File: src/rtl/cba_pkg.sv
// Shared helpers for the pipelined carry-bypass adder: parameter legality
// and block-count derivations used at elaboration time.
package cba_pkg;

  function automatic bit cba_params_ok(input int unsigned width,
                                       input int unsigned block,
                                       input int unsigned stages);
    if (width == 0 || block == 0 || stages == 0) return 1'b0;
    if ((width % block) != 0) return 1'b0;
    if (stages > (width / block)) return 1'b0;
    return ((width / block) % stages) == 0;
  endfunction

  function automatic int unsigned cba_nblk(input int unsigned width,
                                           input int unsigned block);
    return (block == 0) ? 0 : width / block;
  endfunction

  function automatic int unsigned cba_bps(input int unsigned width,
                                          input int unsigned block,
                                          input int unsigned stages);
    return (stages == 0) ? 0 : cba_nblk(width, block) / stages;
  endfunction

endpackage

File: src/rtl/cba_block.sv
// Combinational BLOCK-bit ripple adder with a propagate-AND bypass on the
// carry out; also exposes the carry into its MSB for overflow detection.
module cba_block #(
  parameter int unsigned BLOCK = 4
) (
  input  logic [BLOCK-1:0] a,
  input  logic [BLOCK-1:0] b,
  input  logic             cin,
  output logic [BLOCK-1:0] sum,
  output logic             cout,
  output logic             cmsb
);

  logic [BLOCK-1:0] p;
  logic             rc;

  always_comb begin
    p    = a ^ b;
    rc   = cin;
    sum  = '0;
    cmsb = 1'b0;
    for (int unsigned i = 0; i < BLOCK; i++) begin
      sum[i] = p[i] ^ rc;
      cmsb   = rc;
      rc     = (a[i] & b[i]) | (p[i] & rc);
    end
    cout = (&p) ? cin : rc;
  end

endmodule

File: src/rtl/cba_pipe_adder.sv
// Pipelined carry-bypass adder/subtractor: WIDTH/BLOCK bypass blocks spread
// over STAGES register ranks with a valid/ready handshake and result flags.
module cba_pipe_adder
  import cba_pkg::*;
#(
  parameter int unsigned WIDTH  = 32,
  parameter int unsigned BLOCK  = 4,
  parameter int unsigned STAGES = 2
) (
  input  logic             clk,
  input  logic             rst_n,
  input  logic             in_valid,
  output logic             in_ready,
  input  logic [WIDTH-1:0] a,
  input  logic [WIDTH-1:0] b,
  input  logic             cin,
  input  logic             sub,
  output logic             out_valid,
  input  logic             out_ready,
  output logic [WIDTH-1:0] sum,
  output logic             cout,
  output logic             overflow,
  output logic             zero
);

  localparam int unsigned BPS = cba_bps(WIDTH, BLOCK, STAGES);
  localparam int unsigned SW  = BPS * BLOCK;

  if (!cba_params_ok(WIDTH, BLOCK, STAGES)) begin : g_param_check
    $error("cba_pipe_adder: illegal WIDTH/BLOCK/STAGES combination");
  end

  logic             advance;
  logic [WIDTH-1:0] fin_sum;
  logic             fin_c;
  logic             fin_cm;
  logic             fin_v;

  // Whole pipeline moves or holds as one; bubbles are not collapsed.
  assign advance  = ~out_valid | out_ready;
  assign in_ready = advance;

  for (genvar s = 0; s < STAGES; s++) begin : stg
    localparam int unsigned LO = s * SW;
    localparam int unsigned HI = LO + SW;

    logic [WIDTH-1:LO] sa;
    logic [WIDTH-1:LO] sb;
    logic              sc;
    logic              sv;
    logic [HI-1:0]     nsum;
    logic              nc;

    if (s == 0) begin : g_in
      assign sa = a;
      assign sb = b ^ {WIDTH{sub}};
      assign sc = cin ^ sub;
      assign sv = in_valid;
    end else begin : g_in
      assign sa            = stg[s-1].g_rank.ra;
      assign sb            = stg[s-1].g_rank.rb;
      assign sc            = stg[s-1].g_rank.rc;
      assign sv            = stg[s-1].g_rank.rv;
      assign nsum[LO-1:0]  = stg[s-1].g_rank.rsum;
    end

    for (genvar k = 0; k < BPS; k++) begin : blk
      logic             ci;
      logic             co;
      logic             cm;
      logic [BLOCK-1:0] bs;

      if (k == 0) begin : g_ci
        assign ci = sc;
      end else begin : g_ci
        assign ci = blk[k-1].co;
      end

      cba_block #(.BLOCK(BLOCK)) u_blk (
        .a    (sa[LO+k*BLOCK +: BLOCK]),
        .b    (sb[LO+k*BLOCK +: BLOCK]),
        .cin  (ci),
        .sum  (bs),
        .cout (co),
        .cmsb (cm)
      );

      assign nsum[LO+k*BLOCK +: BLOCK] = bs;
    end

    assign nc = blk[BPS-1].co;

    // Intermediate ranks carry only the operand bits later stages still need.
    if (s < STAGES - 1) begin : g_rank
      logic [WIDTH-1:HI] ra;
      logic [WIDTH-1:HI] rb;
      logic [HI-1:0]     rsum;
      logic              rc;
      logic              rv;

      always_ff @(posedge clk or negedge rst_n) begin
        if (!rst_n) begin
          ra   <= '0;
          rb   <= '0;
          rsum <= '0;
          rc   <= 1'b0;
          rv   <= 1'b0;
        end else if (advance) begin
          ra   <= sa[WIDTH-1:HI];
          rb   <= sb[WIDTH-1:HI];
          rsum <= nsum;
          rc   <= nc;
          rv   <= sv;
        end
      end
    end else begin : g_last
      assign fin_sum = nsum;
      assign fin_c   = nc;
      assign fin_cm  = blk[BPS-1].cm;
      assign fin_v   = sv;
    end
  end

  always_ff @(posedge clk or negedge rst_n) begin
    if (!rst_n) begin
      out_valid <= 1'b0;
      sum       <= '0;
      cout      <= 1'b0;
      overflow  <= 1'b0;
      zero      <= 1'b0;
    end else if (advance) begin
      out_valid <= fin_v;
      sum       <= fin_sum;
      cout      <= fin_c;
      overflow  <= fin_cm ^ fin_c;
      zero      <= ~|fin_sum;
    end
  end

endmodule

File: config.mk
export PLATFORM = sky130hd
export DESIGN_NAME = cba_pipe_adder
export DESIGN_NICKNAME = d
export VERILOG_FILES = /design/src/rtl/cba_pkg.sv /design/src/rtl/cba_block.sv /design/src/rtl/cba_pipe_adder.sv
export SDC_FILE = /design/constraint.sdc
export NUM_CORES = 1
export LEC_CHECK = 0
export ABC_AREA = 1
export CAP_MARGIN = 30
export CORE_MARGIN = 3
export CORE_UTILIZATION = 70
export CTS_BUF_LIST = sky130_fd_sc_hd__clkbuf_8
export DETAILED_ROUTE_END_ITERATION = 8
export DONT_BUFFER_PORTS = 1
export PLACE_DENSITY_LB_ADDON = 0.12
export SYNTH_ARGS = -nofsm -noshare
export SYNTH_HDL_FRONTEND = slang
export SYNTH_SLANG_ARGS = --single-unit
File: constraint.sdc
create_clock -name clk -period 16.5 [get_ports clk]
set_input_delay 2.475 -clock clk [delete_from_list [all_inputs] [get_ports clk]]
set_output_delay 2.475 -clock clk [all_outputs]
set_load 0.05 [all_outputs]
==> summary.txt <==
Synth area leader = dfrtp_1
Total grt overflow = 0
Leakage = 2.59 nW
H-tree levels = 3
Setup Buffers After CTS = 0
FP Rows = 30
Sw Pwr = 0.000354 W
DP Area = 5010 um^2
Status = complete, no violations
CP Capture Type = register
Number of synthesized flops with an enable pin = 0
Syn Area/Cell = 9.35 um^2
Fraction of registers with async set/reset = 100%
Worst skew pair latency = 0.34 ns
Top cells by count, synth = 172 x nand2_1, 86 x dfrtp_1, 46 x o21ai_1
Drt drc = 0
Final Power = 0.000794 W
Design area = 5250 um^2
Chip width = 90.5 um
Core area = 6870 um^2
Slowest CP cell = fa_1
Combinational share of power = 23.5%
RSZ-0062 raised after global routing = false
Maxcap violations = 0
Largest net degree at the start of global routing = 89
P_int = 0.000441 W
Port bufs = 0
Final WL = 9.28 mm
Crit path DAT = 10.10 ns
Util after Layout = 76.5%
IO Count = 107
Worst Skew = 0.00958 ns
Pre-CTS WS = 6.17 ns
Crit Path Max Fanout = 33
Yosys warns = 0
Initial antenna violation count = 0
Final hold violations = 0
Layout cells sized above 1 = 7.94%
Worst path depth = 26
Gpl congestion = 0.801
Top-area cell type share of the netlist area = 43.1%
ANT cells = 0
# nets final = 659
Flop2flop setup slack = 8.51 ns
Synth Flop Type = dfrtp_1
Worst R2R Start = stg[0].g_rank.ra[16]
Antenna-violating nets left = 0
Met1 WL = 4.14 mm
Clk pwr share = 20.4%
Worst path most repeated cell = fa_1
Count leader, synth = nand2_1
Final setup fails = 0
DRT Pass-1 Iters = 4
Vias after detailed routing = 3320
Relative slew slack = 46.0%
Pwr dens = 151 nW/um^2
Layout area overhead = 5.19%
Mapped Nets = 668
Sequential element share of the synthesized area = 43.1%
CP required = 16.71 ns
Highest Signal Layer = met4
Vias/cell = 5.31
Post-synthesis cell type count = 30
Worst path bufs/invs = 1
Die ar. = 8180 um^2
Kind of start point of the critical path = input pin
Synth area leaders = dfrtp_1 43%, nand2_1 13%, fa_1 13%
Min cycle time layout = 9.89 ns
Share of power burned in registers = 56.1%
Synth Register Bits = 86
Worst vdd ir = 0.0764 mV
Max Clk Rate = 101 MHz
Clock buffer count from CTS = 9
DP HPWL = 6.86 mm
First-pass GRT wire length = 16.2 mm
Critical setup path kind = input pin to register
PostCTS Resize Cnt = 0
Final setup TNS = 0 ns
Slew @ Worst Pin = 0.810 ns
Worst r2r path cells = 31
Met3 routed WL = 557 um
Post-synthesis cell area = 4990 um^2
1st-iter DRT viols = 177
Die height = 90.5 um
Final WS setup = 6.61 ns
CTS tree = done
Clock root buffer = clkbuf_8
GR Util All Layers = 24.4%
Cts hold-fix bufs = 0
Hold Crit Class = register to register
CTS Buffer Depth = 2
Switching part of the total = 44.5%
Final Cycle Share = 60.0%
Starting density of the core = 72.7%
Crit path largest cell delay = 0.44 ns
Worst path top cell family by delay = adder cells
Fin. max-slew vios = 0
Mapped Cells = 534
Wire per inst = 14.9 um
Vias in the first global route = 3443
Clock transition at path regs = 0.08 ns
Met2 wire length = 4.40 mm
RR Endpoint = zero
Worst Setup EP = stg[0].g_rank.rsum[15]
Crit. Startpoint = sub
Sink Count = 86
worst min path at each step:
stage / depth (start not counted) / slack (ns) / start / endpoint
after global routing: 2 / 0.49 / fin_v / out_valid
after CTS: 2 / 0.47 / fin_v / out_valid
final: 2 / 0.47 / fin_v / out_valid
after floorplan: 2 / 0.42 / fin_v / out_valid
after detailed placement: 2 / 0.45 / fin_v / out_valid
after global placement: 2 / 0.44 / fin_v / out_valid
per-stage QoR:
stage | hold slack (ns) | std cells
floorplan | 0.423 | 534
global placement | 0.439 | 609
detailed placement | 0.449 | 609
CTS | 0.469 | 624
global route | 0.489 | 625
finish | 0.466 | 625
registers in the layout, summed over array words and instances, names as in the netlist:
| register | cells |
|---|---|
| stg.g_rank.rb | 16 |
| stg.g_rank.rsum | 16 |
| cout | 1 |
| sum | 32 |
| stg.g_rank.rc | 1 |
| fin_v | 1 |
| stg.g_rank.ra | 16 |
| overflow | 1 |
| zero | 1 |
| out_valid | 1 |
placed cells by master (no fill, tap or decap), drive strengths merged:
cell        n
or2         3
o31ai       1
inv        57
nand3      12
o21ai      52
clkinvlp    1
clkbuf     11
nor3        2
dfrtp      86
xnor2      32
buf         2
a31oi       1
ha         32
o21bai      1
nor2       15
bufinv      2
fa         32
nor4        2
clkinv      1
nand2     176
nand4       6
xor2        1
a21oi       1
layer usage:
layer | vias up | track usage, %
li1 | 1612 | -
met1 | 1589 | 34.6
met2 | 101 | 38.2
met3 | 18 | 5.42
met4 | 0 | 7.14
met5 | - | 0
cell type report:
cell class | instances | area [um^2]
repair buffers | 2 | 27.5
fillers | 495 | 1620
flip-flops and latches | 86 | 2150
well taps | 96 | 120
clock buffers | 11 | 151
multi-input cells | 369 | 2520
clock inverters | 4 | 71.3
inverters | 57 | 214
power by group through the flow:
stage | Sequential (W) | Combinational [W] | Clock (W)
final | 0.000446 | 0.000187 | 0.000162
after global routing | 0.000455 | 0.000218 | 0.000176
after CTS | 0.000447 | 0.000187 | 0.000165
after detailed placement | 0.000451 | 0.000185 | 0
after global placement | 0.000447 | 0.000177 | 0
after floorplan | 0.000436 | 0.000147 | 0
worst register-to-register path: cells and delay by family, from the launching register on:
family	cells	cell delay, ns
flops	1	0.39
simple gates	7	0.80
buf+inv	5	0.38
compound gates	3	0.39
fa+ha+maj	16	5.95
kinds of logic (layout without fill, tap and decap cells):
logic type | after synthesis | after routing | share of synthesized area, %
flip-flops | 86 | 86 | 43.1
AO/OA/AOI/OAI | 56 | 56 | 5.89
buffers and inverters | 79 | 74 | 6.61
AND/OR/NAND/NOR | 216 | 216 | 17.4
adder cells (fa/ha/maj) | 64 | 64 | 20.8
XOR/XNOR | 33 | 33 | 6.16
Power figures use the tool's default switching activity.
